File: src/rtl/dcim_pkg.sv
// Shared widths and scheduler state encoding for the DCIM MAC scheduler.
package dcim_pkg;

    localparam int DATA_WIDTH = 16;
    localparam int ADDR_WIDTH = 5;
    localparam int ADDR_COUNT = 32;
    localparam int MULT_WIDTH = 32;
    localparam int ACC_WIDTH  = 37;
    localparam int LEN_WIDTH  = ADDR_WIDTH + 1;

    typedef enum logic [2:0] {
        IDLE,
        WRITE,
        RUN,
        DRAIN,
        DONE
    } sched_state_t;

endpackage

File: src/rtl/dcim_mac_accum.sv
// Job accumulator: clear on job accept, add product when enabled.
// DCIM_ACC_SAT_EN selects clamp-at-all-ones instead of modulo wrap.
module dcim_mac_accum
    import dcim_pkg::*;
#(
    parameter int ACC_W = ACC_WIDTH
) (
    input  logic                  i_clk,
    input  logic                  i_rst,
    input  logic                  i_clr,
    input  logic                  i_en,
    input  logic [MULT_WIDTH-1:0] i_prod,
    output logic [ACC_W-1:0]      o_acc
);

    logic [ACC_W-1:0] r_acc;
    logic [ACC_W-1:0] w_next_acc;

`ifdef DCIM_ACC_SAT_EN
    logic [ACC_W:0] w_sum;

    // One extra bit catches the carry out; once clamped, adds keep it clamped.
    assign w_sum      = {1'b0, r_acc} + (ACC_W+1)'(i_prod);
    assign w_next_acc = w_sum[ACC_W] ? '1 : w_sum[ACC_W-1:0];
`else
    assign w_next_acc = r_acc + ACC_W'(i_prod);
`endif

    always_ff @(posedge i_clk) begin
        if (i_rst) begin
            r_acc <= '0;
        end else if (i_clr) begin
            r_acc <= '0;
        end else if (i_en) begin
            r_acc <= w_next_acc;
        end
    end

    assign o_acc = r_acc;

endmodule

File: src/rtl/dcim_mac_scheduler.sv
// SRAM port arbiter and dot-product sequencer for the DCIM macro.
// Accumulator overflow mode is chosen by DCIM_ACC_SAT_EN (see dcim_mac_accum).
module dcim_mac_scheduler
    import dcim_pkg::*;
#(
    parameter int ACC_W = ACC_WIDTH
) (
    input  logic                  i_clk,
    input  logic                  i_rst,
    input  logic                  i_hw_valid,
    output logic                  o_hw_ready,
    input  logic [ADDR_WIDTH-1:0] i_hw_addr,
    input  logic [DATA_WIDTH-1:0] i_hw_data,
    input  logic                  i_job_valid,
    output logic                  o_job_ready,
    input  logic [ADDR_WIDTH-1:0] i_job_addr,
    input  logic [LEN_WIDTH-1:0]  i_job_len,
    input  logic                  i_op_valid,
    output logic                  o_op_ready,
    input  logic [DATA_WIDTH-1:0] i_op_data,
    output logic                  o_sram_ce,
    output logic                  o_sram_we,
    output logic [ADDR_WIDTH-1:0] o_sram_addr,
    output logic [DATA_WIDTH-1:0] o_sram_wdata,
    input  logic [DATA_WIDTH-1:0] i_sram_rdata,
    output logic [DATA_WIDTH-1:0] o_mult_a,
    output logic [DATA_WIDTH-1:0] o_mult_b,
    input  logic [MULT_WIDTH-1:0] i_mult_p,
    output logic                  o_res_valid,
    input  logic                  i_res_ready,
    output logic [ACC_W-1:0]      o_res_data,
    output logic                  o_busy
);

    sched_state_t r_state;
    sched_state_t w_next;

    logic [ADDR_WIDTH-1:0] r_ptr;
    logic [LEN_WIDTH-1:0]  r_len;
    logic [LEN_WIDTH-1:0]  r_issued;
    logic                  r_v1;
    logic                  r_v2;
    logic [DATA_WIDTH-1:0] r_op1;
    logic [DATA_WIDTH-1:0] r_op2;
    logic                  r_ce;
    logic                  r_we;
    logic [ADDR_WIDTH-1:0] r_addr;
    logic [DATA_WIDTH-1:0] r_wdata;

    logic                  w_idle;
    logic                  w_wr_acc;
    logic                  w_job_acc;
    logic                  w_op_ready;
    logic                  w_op_hs;
    logic                  w_last;
    logic [ACC_W-1:0]      w_acc;

    assign w_idle     = (r_state == IDLE);
    // Host write wins a tie with a job request.
    assign w_wr_acc   = w_idle && i_hw_valid;
    assign w_job_acc  = w_idle && i_job_valid && !i_hw_valid;
    assign w_op_ready = (r_state == RUN) && (r_issued < r_len);
    assign w_op_hs    = w_op_ready && i_op_valid;
    assign w_last     = w_op_hs && ((r_issued + LEN_WIDTH'(1)) == r_len);

    always_comb begin
        w_next = r_state;
        unique case (r_state)
            IDLE: begin
                if (i_hw_valid) begin
                    w_next = WRITE;
                end else if (i_job_valid) begin
                    w_next = (i_job_len == '0) ? DONE : RUN;
                end
            end
            WRITE: w_next = IDLE;
            RUN: begin
                if (w_last) w_next = DRAIN;
            end
            DRAIN: begin
                if (!r_v1 && !r_v2) w_next = DONE;
            end
            DONE: begin
                if (i_res_ready) w_next = IDLE;
            end
            default: w_next = IDLE;
        endcase
    end

    always_ff @(posedge i_clk) begin
        if (i_rst) begin
            r_state <= IDLE;
        end else begin
            r_state <= w_next;
        end
    end

    always_ff @(posedge i_clk) begin
        if (i_rst) begin
            r_ptr    <= '0;
            r_len    <= '0;
            r_issued <= '0;
        end else if (w_job_acc) begin
            r_ptr    <= i_job_addr;
            r_len    <= i_job_len;
            r_issued <= '0;
        end else if (w_op_hs) begin
            r_ptr    <= r_ptr + ADDR_WIDTH'(1);
            r_issued <= r_issued + LEN_WIDTH'(1);
        end
    end

    always_ff @(posedge i_clk) begin
        if (i_rst) begin
            r_ce    <= 1'b0;
            r_we    <= 1'b0;
            r_addr  <= '0;
            r_wdata <= '0;
        end else begin
            r_ce <= w_wr_acc || w_op_hs;
            r_we <= w_wr_acc;
            if (w_wr_acc) begin
                r_addr  <= i_hw_addr;
                r_wdata <= i_hw_data;
            end else if (w_op_hs) begin
                r_addr <= r_ptr;
            end
        end
    end

    // v1: read in flight; v2: SRAM word and delayed operand at the multiplier.
    always_ff @(posedge i_clk) begin
        if (i_rst) begin
            r_v1  <= 1'b0;
            r_v2  <= 1'b0;
            r_op1 <= '0;
            r_op2 <= '0;
        end else begin
            r_v1 <= w_op_hs;
            r_v2 <= r_v1;
            if (w_op_hs) r_op1 <= i_op_data;
            if (r_v1)    r_op2 <= r_op1;
        end
    end

    dcim_mac_accum #(
        .ACC_W (ACC_W)
    ) u_accum (
        .i_clk  (i_clk),
        .i_rst  (i_rst),
        .i_clr  (w_job_acc),
        .i_en   (r_v2),
        .i_prod (i_mult_p),
        .o_acc  (w_acc)
    );

    assign o_hw_ready   = w_idle && !i_rst;
    assign o_job_ready  = w_idle && !i_rst && !i_hw_valid;
    assign o_op_ready   = w_op_ready;
    assign o_sram_ce    = r_ce;
    assign o_sram_we    = r_we;
    assign o_sram_addr  = r_addr;
    assign o_sram_wdata = r_wdata;
    assign o_mult_a     = r_v2 ? r_op2 : '0;
    assign o_mult_b     = r_v2 ? i_sram_rdata : '0;
    assign o_res_valid  = (r_state == DONE);
    assign o_res_data   = w_acc;
    assign o_busy       = !w_idle;

endmodule
File: config.mk
export PLATFORM = sky130hd
export DESIGN_NAME = dcim_mac_scheduler
export DESIGN_NICKNAME = d
export VERILOG_FILES = /design/src/rtl/dcim_pkg.sv /design/src/rtl/dcim_mac_accum.sv /design/src/rtl/dcim_mac_scheduler.sv
export SDC_FILE = /design/constraint.sdc
export NUM_CORES = 1
export LEC_CHECK = 0
export ABC_AREA = 0
export CORE_MARGIN = 2
export CORE_UTILIZATION = 25
export DETAILED_ROUTE_END_ITERATION = 6
export PLACE_DENSITY = 0.51
export REMOVE_ABC_BUFFERS = 1
export SYNTH_ARGS = -nofsm -noshare
export SYNTH_HDL_FRONTEND = slang
export SYNTH_SLANG_ARGS = --single-unit
File: constraint.sdc
create_clock -name i_clk -period 2.9 [get_ports i_clk]
set_input_delay 0.29 -clock i_clk [delete_from_list [all_inputs] [get_ports i_clk]]
set_output_delay 0.29 -clock i_clk [all_outputs]
set_load 0.005 [all_outputs]
* After elaboration in Yosys (flattened, before gate mapping)
Cells that the tools add are included.
Storage, ports and cells: register bits 114, input port bits 102, output and inout port bits 97, logic and storage cells 59
Cells by class: add/sub/neg operators 3, order comparisons 1, eq/ne operators 8, mux-type cells 13, reductions and logical operators 21
Operators with widths (number):
- $add 37x32->37 | 1
- $mux 16 | 2
- $mux 5 | 4
- $mux 3 | 6
- $pmux 3 s4 | 1
- $logic_and 1x1->1 | 9
- $add 6x1->6 const B | 1
- $eq 3x2->1 const B | 2
- $eq 6x6->1 | 1
- $logic_not 6->1 | 1
- $lt 6x6->1 | 1
- $add 5x1->5 const B | 1
- $logic_not 1->1 | 5
- $ne 2x2->1 const B | 2
- $reduce_and 4->1 | 1
- $reduce_bool 2->1 | 2
- $eq 3x3->1 const B | 1
- $logic_not 3->1 | 1
- $ne 3x3->1 const B | 1
- $ne 2x1->1 const B | 1
- $reduce_or 2->1 | 1
- $logic_or 1x1->1 | 1

* Depth between registers and ports, before layout
depth after elaboration 6, mapped depth 11, gate-level depth less buffers 10

* By module
Synthesis repeated with hierarchy kept, for this count alone.
Unflattened totals: cell total of the unflattened synthesis 788, area, all modules 6582.6 um^2
Modules (own cells, without submodules):
- dcim_mac_scheduler | times used 1, cells each 396, area an instance 3397.0 um^2
- dcim_mac_accum | times used 1, cells each 392, area an instance 3185.6 um^2

* Least setup slack after synthesis
Ideal clock, no wire load.
path kind reg2reg, start reg u_accum.r_acc[0] (netlist: u_accum.o_acc[0]), end reg u_accum.r_acc[26] (netlist: u_accum.o_acc[26]), setup time 0.062 ns, arrival 2.358 ns, required time 2.838 ns, setup slack 0.480 ns, stages on the path, launching flop included 11, buffers on the path 0, cells stage by stage dfxtp_1 ha_1 fa_1 a21o_1 nand3_1 a21oi_2 o31a_1 a31oi_4 o21ai_2 or3_1 nand3_1
On the way: cells in the longest elaborated chain, start to end 1
RTL lines:
- start, declared | line dcim_mac_accum.sv:16 | logic [ACC_W-1:0] r_acc;
- start signal, assigned | line dcim_mac_accum.sv:35 | r_acc <= w_next_acc;
- $add 37x32->37 | line dcim_mac_accum.sv:26 | assign w_next_acc = r_acc + ACC_W'(i_prod);
Every way passes these cells. A chain may end at the register's enable or synchronous reset.

* Worst setup path after layout
start reg r_len[1], end out o_op_ready
On the way: cells in the longest elaborated chain, start to end 2
RTL lines:
- start, declared | line dcim_mac_scheduler.sv:39 | logic [LEN_WIDTH-1:0] r_len;
- start signal, assigned | line dcim_mac_scheduler.sv:105 | r_len <= i_job_len;
- $lt 6x6->1 | line dcim_mac_scheduler.sv:62 | assign w_op_ready = (r_state == RUN) && (r_issued < r_len);
- $logic_and 1x1->1 | line dcim_mac_scheduler.sv:62
- end, declared | line dcim_mac_scheduler.sv:19 | output logic o_op_ready,
Every way passes these cells.

==> results.toml <==
[run_status]
status = "finished clean"

[power]
p_leak_nw = 3.97
clock_power_share_pct = 48.0
p_per_area_nw_per_um2 = 459
switching_power_mw = 1.23
combPwrFrac_pct = 14.9
internal_power_mw = 3.28
seqPwrFrac_pct = 37.1
ir_worst_vdd_uv = 317
swShare_pct = 27.3

[detailed_routing]
drc_errors = 0
drtAntennaViolNets = 0
viasPerCell = 4.67
drtPass1Iterations = 4
routed-via-count = 6553
wire_per_inst_microns = 15.3
wirelength_mm = 21.5
drtIter0Drc = 240

[finish]
syn_to_final_growth_pct = 50.9
drive_gt1_share_pct = 10.4
finalNonFillerCells = 1403
nFillCells = 2722
multiInputGateArea_sq_um = 3990
final_net_count = 1198
ff_latch_area_sq_um = 2280
antenna_cells = 0

[place]
place_congestion = 0.850
dp_hpwl_mm = 16.4
io_buffer_count = 198
place_inst = 1371

[floorplanning]
boundaryPins = 199
core_area_sq_um = 25800
initial_core_util_pct = 25.2
row_count = 59
die_y_microns = 165
die_w_microns = 165
fp.dieArea_sq_um = 27300

[clock_network]
htree_levels = 4
clock_sinks = 114
clock_path_buffers = 2
cts_buffers = 17
postCtsHoldBufs = 0
cts_tree = "built"
cts_resized = 0
cts_root_buf = "clkbuf_16"
cts.reportedPaths.clkPinSlew_ps = 70
post-cts-setup-buffer-count = 0
worstSkewPairLatency_ps = 420

[synth]
yosys.cell_count.top_type = "nand2_1"
synthCells = 819
synth_warnings = 0
synth-seq-cells = 114
yosysSeqAreaShare_pct = 35.1
yosysTopAreaCellShare_pct = 35.1
yosys.area.top_type = "dfxtp_1"
synthFlopType = "dfxtp_1"
async_reset_ff_share_pct = 0
syn_avg_cell_area_sq_um = 7.95
ys_top_cells_by_area = "dfxtp_1 (35%), ha_1 (7.7%), nand2_1 (7.2%), a21oi_1 (6.0%), nor2_1 (5.1%)"
synth_edf_count = 0
synthTopCellsByCount = "nand2_1 (125), dfxtp_1 (114), nor2_1 (88), a21oi_1 (78), ha_1 (40)"
synth.distinct_cells = 58
synth.cell_area_sq_um = 6510

[setup_path]
reg2reg_depth = 10
r2r-end = "u_accum.o_acc[26]"
r2r_slack_ps = 350
critical_path_arrival_ps = 2290
worstSetupPathType = "register to primary output"
regToRegStartpoint = "u_accum.o_acc[0]"
end_kind = "primary output"
required_ps = 2610
path_max_fanout = 3
cp-start-kind = "register"

[timing]
finalHoldViolCount = 0
finalSetupTns_ps = 0
max_slew_margin_pct = 59.9
layout_min_cycle_time_ps = 2580
setup_viol = 0
skew_ps = 12.7
fin_crit_sh_pct = 88.8
rsz0062_at_grt = "no"
slew_viol_final = 0
worst_pin_slew_ps = 601
fmax_mhz = 388

[global_routing]
grt_pass1_wl_mm = 33.7
antenna_found_initial = 1
grt-ovfl-total = 0
grt_pass1_vias = 6508
grt_use_total_pct = 15.7
grt_max_degree = 58

[run]
cap_violations = 0

[min_path]
hold_path_depth = 2
hold_path.class = "primary input to register"
min_to = "r_state[2]"
worstHoldStart = "i_rst"
==> placed cells by master, fill, tap and decap left out, drive strengths merged, types with 12 or more instances in the layout <==
master	n
a21o	27
a21oi	79
and2	41
and3	12
buf	68
clkbuf	17
clkdlybuf4s50	197
dfxtp	114
ha	40
inv	19
mux2i	31
nand2	125
nand3	15
nand4	13
nor2	88
nor3	12
o21ai	29
xnor2	23
xor2	20
==> through the flow <==
step                      hold WS, ps  power (mW)  worst slack (ps)  util (%)  cell area [sq um]
after global routing              243        4.72               194      38.0               9820
final                             236        4.51               324      38.0               9820
after floorplan                   359        1.98              48.1         -               6320
after global placement            442        2.38             -19.8      35.7               9220
after detailed placement          448        2.38             -29.0      35.7               9220
after CTS                         228        4.59               254      38.0               9820
==> power groups by stage <==
stage / clock (mW) / sequential [mW] / combinational [mW]
2_1_floorplan: 0 / 1.70 / 0.275
3_3_place_gp: 0 / 1.70 / 0.679
3_5_place_dp: 0 / 1.70 / 0.677
4_1_cts: 2.24 / 1.67 / 0.681
5_1_grt: 2.30 / 1.68 / 0.743
6_report: 2.17 / 1.67 / 0.672
==> sequential cells by signal, indices dropped and copies added, names as in the netlist <==
register / count
u_accum.o_acc: 37
o_sram_wdata: 16
r_op1: 16
r_op2: 16
r_issued: 6
r_len: 6
o_sram_addr: 5
r_ptr: 5
r_state: 3
o_sram_ce: 1
o_sram_we: 1
r_v1: 1
r_v2: 1
==> worst max-delay path by stage <==
stage	start	depth (start not counted)	end
finish	r_len[1]	7	o_op_ready
global placement	i_mult_p[0]	11	u_accum.o_acc[26]
floorplan	r_v2	4	u_accum.o_acc[28]
detailed placement	i_mult_p[0]	11	u_accum.o_acc[26]
CTS	r_len[1]	7	o_op_ready
global route	r_len[1]	7	o_op_ready
==> critical path, stage by stage (launching register included) <==
cell and delay (ps):
dfxtp_1 360, inv_1 60, ha_1 270, nor2b_1 130
o21a_1 160, o21ai_0 190, a211o_1 190, clkdlybuf4s50_1 510
==> per-layer routing <==
metal,vias up,share of wire [%],track usage [%]
li1,3335,-,-
met1,2999,43,18.5
met2,200,46,27.1
met3,19,9.0,5.72
met4,0,1.4,4.08
met5,-,0,0
==> layout make-up <==
class / count / share of cell area [%]
clock buffers: 17 / 4.33
clock inverters: 15 / 1.75
inverters: 13 / 0.497
multi-input cells: 644 / 40.6
flip-flops and latches: 114 / 23.3
well taps: 335 / 4.27
repair buffers: 265 / 25.3
==> cell families after synthesis <==
kind of cell / share of synthesized area, %
adders and majority gates: 8.00
buffers and inverters: 3.61
AOI/OAI and AO/OA: 19.1
xor gates and xnor gates: 5.79
DFF: 35.1
muxes: 4.77
and+or+nand+nor: 23.6
No activity file was read; power rests on OpenSTA's default activity.
